==> config.mk <==
export PLATFORM = sky130hd
export DESIGN_NAME = if_fetch_stage_flat
export DESIGN_NICKNAME = d
export VERILOG_FILES = /design/src/rtl/if_fetch_stage_if.sv /design/src/rtl/if_fetch_stage.sv /design/src/flat_wrapper.sv
export SDC_FILE = /design/constraint.sdc
export NUM_CORES = 1
export LEC_CHECK = 0
export CORE_ASPECT_RATIO = 1.4
export CORE_MARGIN = 2
export CORE_UTILIZATION = 55
export DETAILED_ROUTE_END_ITERATION = 6
export GPL_ROUTABILITY_DRIVEN = 0
export GPL_TIMING_DRIVEN = 0
export PLACE_DENSITY = 0.89
export SLEW_MARGIN = 5
export SYNTH_ARGS = -nofsm -noshare
export SYNTH_HDL_FRONTEND = slang
export SYNTH_SLANG_ARGS = --single-unit
==> constraint.sdc <==
create_clock -name clk -period 4.8 [get_ports clk]
set_input_delay 0.96 -clock clk [delete_from_list [all_inputs] [get_ports clk]]
set_output_delay 0.96 -clock clk [all_outputs]
set_load 0.05 [all_outputs]
==> src/rtl/if_fetch_stage_if.sv <==
// Instruction-memory read bus between the fetch stage (master) and a
// synchronous 1-cycle-latency instruction memory (slave).
//
// Handshake: rd_en is a request strobe with no backpressure. The memory must
// accept every cycle in which rd_en=1 and present rdata for addr on the
// following cycle. The master only consumes rdata the cycle after its own
// rd_en, so rdata is don't-care at all other times.
interface if_fetch_stage_if;
  logic        rd_en;
  logic [31:0] addr;
  logic [31:0] rdata;

  modport master (output rd_en, output addr, input rdata);
  modport slave  (input rd_en, input addr, output rdata);
endinterface

==> src/rtl/if_fetch_stage.sv <==
// Instruction fetch stage: owns the PC, issues one read per cycle to a
// 1-cycle-latency instruction memory and buffers returned words in a 2-entry
// skid FIFO whose head feeds the IF/DE register.
// Optional feature macro: FETCH_PERF_EN adds saturating fetch/kill counters.
module if_fetch_stage #(
  parameter logic [31:0] RESET_PC = 32'h0000_0000,
  parameter logic [31:0] NOP_INST = 32'h0000_0013
) (
  input  logic             clk,
  input  logic             rst_n,
  input  logic             stall,
  input  logic             branch_taken,
  input  logic [31:0]      branch_target,
  if_fetch_stage_if.master imem,
  output logic [31:0]      inst_out,
  output logic [31:0]      pc_out,
  output logic             inst_valid,
  output logic             state_dbg
`ifdef FETCH_PERF_EN
  ,
  output logic [31:0]      perf_fetch_cnt,
  output logic [15:0]      perf_kill_cnt
`endif
);

  typedef enum logic {
    BOOT = 1'b0,
    RUN  = 1'b1
  } state_t;

  state_t      state;
  state_t      state_next;
  logic [31:0] pc;
  logic [31:0] pend_pc;
  logic        inflight;
  logic [1:0]  count;
  logic [31:0] fifo_inst [2];
  logic [31:0] fifo_pc   [2];

  logic        pop;
  logic        push;
  logic        issue;
  logic [1:0]  occ_after_pop;
  logic [1:0]  wr_idx;
  logic        unused_tgt_lsb;

  // Target low bits are forced to zero, so they never reach any state.
  assign unused_tgt_lsb = ^branch_target[1:0];

  assign state_dbg = state;

  // Next state and handshake decisions. Issue only when the word it fetches
  // is guaranteed a FIFO slot, counting the in-flight read and this cycle's pop.
  always_comb begin
    state_next    = state;
    pop           = 1'b0;
    push          = 1'b0;
    issue         = 1'b0;
    occ_after_pop = 2'd0;
    wr_idx        = 2'd0;
    if (state == BOOT) begin
      state_next = RUN;
    end
    pop           = (count != 2'd0) && !stall;
    push          = inflight && !branch_taken;
    occ_after_pop = count + {1'b0, inflight} - {1'b0, pop};
    wr_idx        = count - {1'b0, pop};
    issue         = (state == RUN) && !branch_taken && (occ_after_pop < 2'd2);
  end

  // Memory request and FIFO-head outputs; outputs come only from registers.
  always_comb begin
    imem.rd_en = issue;
    imem.addr  = pc;
    inst_valid = (count != 2'd0);
    inst_out   = NOP_INST;
    pc_out     = 32'd0;
    if (count != 2'd0) begin
      inst_out = fifo_inst[0];
      pc_out   = fifo_pc[0];
    end
  end

  // Control state: PC, FSM, FIFO occupancy and the in-flight read flag.
  always_ff @(posedge clk) begin
    if (!rst_n) begin
      state    <= BOOT;
      pc       <= RESET_PC;
      pend_pc  <= 32'd0;
      inflight <= 1'b0;
      count    <= 2'd0;
    end else begin
      state <= state_next;
      if (branch_taken) begin
        count    <= 2'd0;
        inflight <= 1'b0;
        pc       <= {branch_target[31:2], 2'b00};
      end else begin
        count    <= count + {1'b0, push} - {1'b0, pop};
        inflight <= issue;
        if (issue) begin
          pc      <= pc + 32'd4;
          pend_pc <= pc;
        end
      end
    end
  end

  // FIFO storage: pop shifts entry 1 to the head; a push lands in the first
  // free slot after the pop, so the later write wins when both hit slot 0.
  always_ff @(posedge clk) begin
    if (pop) begin
      fifo_inst[0] <= fifo_inst[1];
      fifo_pc[0]   <= fifo_pc[1];
    end
    if (push) begin
      fifo_inst[wr_idx[0]] <= imem.rdata;
      fifo_pc[wr_idx[0]]   <= pend_pc;
    end
  end

  // A returning word must always find a free slot.
  always_ff @(posedge clk) begin
    if (rst_n && push) begin
      assert (wr_idx < 2'd2);
    end
  end

`ifdef FETCH_PERF_EN
  logic [1:0]  kill_add;
  logic [16:0] kill_sum;

  assign kill_add = count + {1'b0, inflight};
  assign kill_sum = {1'b0, perf_kill_cnt} + {15'd0, kill_add};

  // Saturating counters: words handed downstream and words thrown away by branches.
  always_ff @(posedge clk) begin
    if (!rst_n) begin
      perf_fetch_cnt <= 32'd0;
      perf_kill_cnt  <= 16'd0;
    end else begin
      if (pop && (perf_fetch_cnt != 32'hFFFF_FFFF)) begin
        perf_fetch_cnt <= perf_fetch_cnt + 32'd1;
      end
      if (branch_taken) begin
        perf_kill_cnt <= kill_sum[16] ? 16'hFFFF : kill_sum[15:0];
      end
    end
  end
`endif

endmodule

==> src/flat_wrapper.sv <==
// flat-port wrapper written by rule: the top's interface ports become plain ports
module if_fetch_stage_flat 
#(
  parameter logic [31:0] RESET_PC = 32'h0000_0000,
  parameter logic [31:0] NOP_INST = 32'h0000_0013
)
  (clk, rst_n, stall, branch_taken, branch_target, inst_out, pc_out, inst_valid, state_dbg, imem_rd_en, imem_addr, imem_rdata);
  if_fetch_stage_if imem_i ();
  input  logic clk;
  input  logic rst_n;
  input  logic stall;
  input  logic branch_taken;
  input  logic [31:0] branch_target;
  output logic [31:0] inst_out;
  output logic [31:0] pc_out;
  output logic inst_valid;
  output logic state_dbg;
  output wire logic [$bits(imem_i.rd_en)-1:0] imem_rd_en;
  output wire logic [$bits(imem_i.addr)-1:0] imem_addr;
  input wire logic [$bits(imem_i.rdata)-1:0] imem_rdata;
  assign imem_rd_en = imem_i.rd_en;
  assign imem_addr = imem_i.addr;
  assign imem_i.rdata = imem_rdata;
  if_fetch_stage #(.RESET_PC(RESET_PC), .NOP_INST(NOP_INST)) u_core (.clk(clk), .rst_n(rst_n), .stall(stall), .branch_taken(branch_taken), .branch_target(branch_target), .imem(imem_i), .inst_out(inst_out), .pc_out(pc_out), .inst_valid(inst_valid), .state_dbg(state_dbg));
endmodule
Word-level counts from Yosys, hierarchy flattened:

Memory sizes are Yosys's and may differ from the RTL's.
Index checks and enable logic that the tools add are counted.

* add/subtract/negate cells: 6
* order comparisons: 1
* multiplexer cells: 9
* bitwise operators: 2
* reduce and logical (&&, ||, !) cells: 10

Operator list (number)
* $mux W32: 4
* $add A32 B3 Y32 const B: 1
* $mux W1: 5
* $add A2 B1 Y2: 2
* $logic_and A1 B1 Y1: 4
* $reduce_bool A2 Y1: 2
* $sub A2 B1 Y2: 2
* $logic_not A1 Y1: 2
* $lt A2 B2 Y1 const B: 1
* $not A1 Y1: 2
* $reduce_and A2 Y1: 1
* $reduce_or A2 Y1: 1
* $sub A1 B1 Y1: 1

* bits in registers: 68
* bits in writable memories: 128
* bits of input ports: 68
* word-level logic and storage cells: 36
* memories kept: 2

Memory list
* u_core.fifo_inst: depth 2, bits a word 32, rd ports 2, clocked after Yosys merged registers in 0, write ports 2, line if_fetch_stage.sv:37 `logic [31:0] fifo_inst [2];`
* u_core.fifo_pc: depth 2, bits a word 32, rd ports 2, clocked after Yosys merged registers in 0, write ports 2, line if_fetch_stage.sv:38 `logic [31:0] fifo_pc [2];`

Longest topological paths before layout:

Gate-level depths: netlist (run 1).

* depth after elaboration: 7
* mapped depth: 8

Worst setup path before layout (run 1):

Ideal clock, no wire load.

* path kind: in2reg
* start: input port stall
* end: register u_core.count[1]
* arrival: 3.376 ns
* required time: 4.684 ns
* setup slack: 1.308 ns
* stages on the path: 7
* cells stage by stage: nor2_1 ha_1 inv_1 ha_1 xor2_1 xnor2_1 nor2_1

* word-level cells in the longest chain between the ends: 3

RTL lines
* from (decl): line flat_wrapper.sv:11 `input logic stall;`
* $logic_not A1 Y1: line if_fetch_stage.sv:64 `pop = (count != 2'd0) && !stall;`
* $logic_and A1 B1 Y1: line if_fetch_stage.sv:64
* $sub A2 B1 Y2: line if_fetch_stage.sv:99 `count <= count + {1'b0, push} - {1'b0, pop};`
* to (signal assigned): line if_fetch_stage.sv:99
* to (decl): line if_fetch_stage.sv:36 `logic [1:0] count;`

No other way between the ends.
A chain may end at the register's enable or synchronous reset.

Worst setup path in the final report (run 1):

* start: input port stall
* end: output port imem_rd_en

* word-level cells in the longest chain between the ends: 5

RTL lines
* $logic_not A1 Y1: line if_fetch_stage.sv:64
* $logic_and A1 B1 Y1: line if_fetch_stage.sv:64
* $sub A2 B1 Y2: line if_fetch_stage.sv:66 `occ_after_pop = count + {1'b0, inflight} - {1'b0, pop};`
* $lt A2 B2 Y1: line if_fetch_stage.sv:68 `issue = (state == RUN) && !branch_taken && (occ_after_pop < 2'd2);`
* $logic_and A1 B1 Y1: line if_fetch_stage.sv:68
* to (decl): line flat_wrapper.sv:18 `output wire logic [$bits(imem_i.rd_en)-1:0] imem_rd_en;`

No other way between the ends.

==> results by group, run 1 <==
Status
  • Status: finished, final reports clean

Synth
  • Primary FF master, synth: edfxtp_1
  • Synth Area in Simple Gates: 0.148
  • Post-synthesis sequential area ratio: 0.634
  • Synth top area share: 0.472
  • #FFs+latches synth: 188
  • Synth cell types: 48
  • Cells after Synth: 634
  • Post-synth ARST share: 0
  • Synth Area in XOR/XNOR: 0.0189
  • Largest family of logic cells by synthesized area: simple AND/OR/NAND/NOR gates
  • Post-synthesis average cell area: 12.4 sq um
  • Syn Std Cell Area: 7890 sq um
  • Largest cells by area after synthesis: edfxtp_1 (47%), dfxtp_1 (16%), mux2_2 (8.9%)
  • Adder-Cell Fraction of Synth Area: 0.00634
  • Mux cell area share after synthesis: 0.0898
  • Yosys warns: 0
  • Post-synth EDFFs: 124
  • Synth area leader: edfxtp_1
  • Compound-gate portion of the synthesized area: 0.0758

Finish
  • Layout fillers: 901
  • Most frequent cells in the layout: clkdlybuf4s50_1 (159), edfxtp_1 (124), nand2_1 (70), dfxtp_1 (64), mux2_2 (62)
  • Most common cell after layout, fill and taps aside: clkdlybuf4s50_1
  • Layout area overhead: 31.6%
  • Layout Nets: 889
  • Fraction of layout cells with a size suffix above 1: 0.148
  • Diode count: 0

Timing
  • Fin. Hold Viols: 0
  • RSZ-0062 raised after global routing: no
  • Fin Setup TNS: 0 ns
  • Final Skew: 0.0118 ns
  • Tmin final: 4.70 ns
  • Max-slew violations: 0
  • Hold Slack: 0.466 ns
  • Worst slew margin: 0.350
  • Fmax: 0.213 GHz
  • Fin crit share: 0.979
  • Worst Tran Pin Value: 0.972 ns
  • Final Setup Violations: 0

Critical path
  • Type of origin of the critical path: primary input
  • Crit path capture type: primary output
  • Crit path kind: primary input to primary output
  • Worst EP arrival: 3.74 ns
  • CP max FO: 10
  • Worst EP required: 3.84 ns
  • FF-to-FF setup slack: 0.90 ns
  • Worst-case reg-to-reg path depth: 9
  • Worst r2r dst: u_core.fifo_inst[0][15]$_DFFE_PP_
  • RR Startpoint: u_core.count[0]$_SDFF_PP0_

CTS
  • TritonCTS clock tree: done
  • PostCTS Resize Cnt: 0
  • # hold bufs at CTS: 0
  • Post-CTS setup buffers: 0
  • Clock transition at path regs: 0.07 ns
  • CTS H-tree depth: 4
  • Bufs on Longest Clock Path: 2
  • Cts bufs inserted: 17
  • Clk sink count: 188
  • Clock latency on the worst-skew pair: 0.43 ns
  • Clk root buf: clkbuf_16

Placement
  • # port buffers: 159
  • HPWL after DPL: 12.8 mm

Route
  • Initial DRC Count: 381
  • Routed vias: 5662
  • Routed wire length: 18.0 mm
  • Residual DRC: 0
  • WL/cell: 17.7 microns
  • Drt first pass iters: 5
  • Via density: 5.58
  • ANT nets after route: 0

Floorplan
  • Die Wd: 105 microns
  • Ports: 167
  • Core box area: 14000 sq um
  • Die span in y: 146 microns
  • Die area: 15300 sq um
  • Rows: 51
  • Initial Util: 0.565

Global routing
  • First-pass GRT wire length: 28.7 mm
  • Initial antenna violation count: 0
  • Tot GR Track Use: 0.235
  • GRT Residual Overflow: 0
  • Maximum number of pins on one net before global-route repair: 64
  • Vias in the first global route: 5798

Min path
  • Worst hold-check path type: flop to flop
  • Hold path depth: 0
  • Hold Crit Start: u_core.pend_pc[17]$_SDFFE_PN0P_
  • Hold endpoint: u_core.fifo_pc[1][17]$_DFFE_PP_

Run
  • Max_cap viols: 0

Power and ir drop
  • Peak VDD IR: 0.254 mV
  • Pleak: 0.00337 uW
  • Cell area power density: 340 nW/um^2
-- area by class of cell --
type | instances | area, sq um | area share
inverters | 8 | 30.0 | 0.00289
clock inverters | 15 | 171 | 0.0165
plain buffers | 41 | 180 | 0.0174
flip-flops and latches | 188 | 5000 | 0.482
well taps | 185 | 231 | 0.0223
repair buffers | 161 | 1640 | 0.158
clock buffers | 17 | 425 | 0.0410
multi-input cells | 400 | 2700 | 0.260
-- kinds of logic (layout without fill, tap and decap cells) --
group / count (synthesis) / after routing
flops: 188 / 188
mux: 63 / 63
buf+inv: 49 / 242
other cells: 1 / 4
simple gates: 206 / 206
compound gates: 106 / 106
xor+xnor: 17 / 17
fa+ha+maj: 4 / 4
-- routing by layer --
metal	vias up	track usage	routed length [microns]	share of wire
li1	2665	-	-	-
met1	2642	0.257	6620	0.37
met2	299	0.424	9540	0.53
met3	56	0.0443	1090	0.061
met4	0	0.131	716	0.040
met5	-	0	0	0
-- where the power goes --
| part | switching [uW] | leakage (uW) | internal, uW | total [uW] |
|---|---|---|---|---|
| sequential | 43.5 | 0.00161 | 1760 | 1800 |
| clock | 676 | 0.000292 | 704 | 1380 |
| combinational | 205 | 0.00147 | 143 | 347 |
-- critical path: stages --
cell             delay (ns)
clkdlybuf4s50_1        0.49
o21a_1                 0.26
o211ai_4               0.37
nand3_1                0.36
inv_1                  0.22
buf_2                  0.25
clkdlybuf4s50_1        0.83
-- cell usage after synthesis, types with 2 or more instances --
cell and instances:
xor2_1 7, nor4b_1 2, nand2_1 70, nor3_1 2, edfxtp_1 124, nor2_1 6
mux2_2 62, o21ai_0 36, dfxtp_1 64, nor2b_1 60, nor4_1 2, ha_1 4
and4_1 2, or4_1 2, nor4b_2 3, buf_1 6, nand4_1 10, and2_1 7
or3_1 12, and3_1 6, inv_1 7, a31oi_1 18, or2_2 4, nand3_1 10
a21oi_1 39, clkbuf_1 24, o22ai_1 5, buf_4 5, xnor2_1 10, buf_2 6
o31ai_1 2
-- per-stage QoR --
stage / instance area [sq um] / power, uW / worst slack, ns / util / instances
6_report: 10400 / 3530 / 0.0987 / 0.743 / 1015
5_1_grt: 10400 / 3620 / 0.0181 / 0.743 / 1015
4_1_cts: 10400 / 3540 / 0.124 / 0.743 / 1015
3_5_place_dp: 9780 / 2180 / 0.151 / 0.700 / 983
3_3_place_gp: 9720 / 2160 / 0.124 / 0.696 / 981
2_1_floorplan: 7900 / 2030 / 1.31 / - / 637
-- registers in the layout (all words and copies together) (netlist names) --
register,count
u_core.fifo_inst,64
u_core.imem.addr,30
u_core.state_dbg,1
u_core.count,2
u_core.fifo_pc,60
u_core.inflight,1
u_core.pend_pc,30
-- worst max path at each step --
stage	start	slack (ns)	to
6_report	stall	0.1	imem_rd_en
5_1_grt	stall	0.02	imem_rd_en
4_1_cts	stall	0.12	imem_rd_en
3_5_place_dp	stall	0.15	imem_rd_en
3_3_place_gp	stall	0.12	u_core.count[1]$_SDFF_PP0_
2_1_floorplan	stall	1.31	u_core.count[1]$_SDFF_PP0_
(Power assumes the default switching activity.)
==> inputs of run 2 (changes only) <==
Settings changed: CORE_UTILIZATION 55 to 35, PLACE_DENSITY 0.89 to 0.62.
==> run 2 against run 1 <==
Sequential share of layout area down 0.60 points. Clock power hardly changed. Critical endpoint unchanged. Design area grew 1.3%. Sequential power barely moved. Die area up 55%. Highest routed layer unchanged. Flip-flop and latch count unchanged.
==> results by group, run 2 (synthesis results as in run 1) <==
Status
  • Status: finished, final reports clean

Placement
  • HPWL after DPL: 12.8 mm
  • # port buffers: 159
  • Area after DPL: 9930 sq um
  • Inst Count DP: 1099

Critical path
  • Crit path capture type: primary output
  • Crit path kind: primary input to primary output
  • CP max FO: 10
  • Worst EP arrival: 3.66 ns
  • CP dominant cell by count: clkdlybuf4s50_1
  • Critical path cell sequence: clkdlybuf4s50_1 > o21a_1 > o211ai_4 > nand3_1 > inv_1 > buf_2 > clkdlybuf4s50_1
  • Worst EP required: 3.84 ns
  • Slowest stage delay, CP: 0.85 ns
  • Type of origin of the critical path: primary input
  • Slowest CP cell: clkdlybuf4s50_1

Min path
  • Worst hold-check path type: flop to flop

Route
  • Via density: 4.72
  • WL/cell: 15.6 microns
  • Drt first pass iters: 4
  • Initial DRC Count: 258
  • Routed vias: 5343
  • ANT nets after route: 0
  • Residual DRC: 0
  • Routed wire length: 17.6 mm

Power and ir drop
  • Sw Ratio: 0.251
  • Internal power: 2640 uW
  • Comb pwr share: 0.097
  • Cell area power density: 335 nW/um^2
  • Clk pwr share: 0.391
  • Pleak: 0.00336 uW
  • Peak VDD IR: 0.249 mV
  • P_sw: 882 uW
  • Sequential share of power: 0.512
  • Final Power: 3520 uW

CTS
  • Bufs on Longest Clock Path: 2
  • Clock transition at path regs: 0.07 ns
  • Clk root buf: clkbuf_16
  • Cts bufs inserted: 17
  • Clk sink count: 188
  • PostCTS Resize Cnt: 0
  • CTS H-tree depth: 4
  • Post-CTS setup buffers: 0
  • TritonCTS clock tree: done
  • Clock latency on the worst-skew pair: 0.43 ns
  • # hold bufs at CTS: 0

Floorplan
  • Core box area: 22400 sq um
  • Die Wd: 131 microns
  • Die span in y: 182 microns
  • Die area: 23800 sq um
  • Ports: 167
  • Rows: 65
  • Initial Util: 0.353

Timing
  • Final Setup Violations: 0
  • Worst Tran Pin Value: 0.840 ns
  • Fmax: 0.217 GHz
  • RSZ-0062 raised after global routing: no
  • Worst slew margin: 0.438
  • Max-slew violations: 0
  • Fin crit share: 0.961
  • Hold Slack: 0.461 ns
  • Fin Setup TNS: 0 ns
  • Tmin final: 4.62 ns
  • Final Skew: 0.00779 ns
  • Fin. Hold Viols: 0

Finish
  • Layout Nets: 889
  • Most frequent cells in the layout: clkdlybuf4s50_1 (159), edfxtp_1 (124), nand2_1 (70), dfxtp_1 (64), mux2_2 (62)
  • Layout area overhead: 33.2%
  • Area of all placed cells without fillers: 10500 sq um
  • Post-Layout Cell Count: 1131
  • Biggest register: u_core.fifo_inst
  • Fraction of layout cells with a size suffix above 1: 0.148
  • Layout fillers: 2067
  • Diode count: 0
  • Most common cell after layout, fill and taps aside: clkdlybuf4s50_1
  • Max reg flops: 64
  • Top flop regs: u_core.fifo_inst x64, u_core.fifo_pc x60

Global routing
  • GR Layer Usage met2: 0.270
  • Initial antenna violation count: 0
  • Vias in the first global route: 5276
  • Met3 Track Usage GR: 0.0321
  • Tot GR Track Use: 0.152
  • Grt met1 use: 0.173
  • First-pass GRT wire length: 27.7 mm
  • Maximum number of pins on one net before global-route repair: 44
  • Busiest grt layer: met2
  • GRT Residual Overflow: 0

Run
  • Max_cap viols: 0
==> run 2: changes by cell type in the layout (fill, tap and decap cells not counted), sizes merged <==
cell / previous run / this run
clkinv: 8 / 7
inv: 15 / 14
bufinv: 0 / 1
clkinvlp: 0 / 1
==> run 2: final cells by class <==
class,instances,area [sq um],share of cell area
plain buffers,41,180,0.0171
clock buffers,17,425,0.0405
clock inverters,15,154,0.0146
inverters,8,30.0,0.00286
multi-input cells,400,2700,0.257
flip-flops and latches,188,5000,0.476
well taps,301,377,0.0358
repair buffers,161,1640,0.156
==> run 2: final timing paths <==
kind / start / endpoint / slack [ns] / cells after the start
setup / recovery: stall / imem_rd_en / 0.18 / 7
hold / removal: u_core.pend_pc[17]$_SDFFE_PN0P_ / u_core.fifo_pc[1][17]$_DFFE_PP_ / 0.46 / 0
setup reg to reg: u_core.count[0]$_SDFF_PP0_ / u_core.fifo_inst[0][28]$_DFFE_PP_ / 1.17 / 8
hold reg to reg: u_core.pend_pc[17]$_SDFFE_PN0P_ / u_core.fifo_pc[1][17]$_DFFE_PP_ / 0.46 / 0
==> run 2: power groups by stage <==
stage / Combinational (uW) / Sequential [uW] / Clock [uW]
floorplan: 141 / 1890 / 0
finish: 342 / 1800 / 1380
detailed placement: 344 / 1840 / 0
CTS: 346 / 1800 / 1420
global placement: 339 / 1840 / 0
global route: 367 / 1810 / 1480
==> run 2: per-layer routing <==
layer	wire [microns]	up-vias	part of all wire
met2	9280	140	0.53
li1	-	2668	-
met3	735	23	0.042
met4	514	0	0.029
met1	7070	2512	0.40
met5	0	-	0
==> run 2: worst max-delay path, delay by kind of cell <==
kind	cells	cell delay, ns
AND/OR/NAND/NOR	1	0.33
AO/OA/AOI/OAI	2	0.59
buffers and inverters	4	1.77
==> run 2: metrics by stage <==
stage,utilization,setup slack (ns)
after floorplan,-,1.31
after global placement,0.441,-0.213
after detailed placement,0.444,0.174
after CTS,0.470,0.156
after global routing,0.470,0.00732
final,0.470,0.185
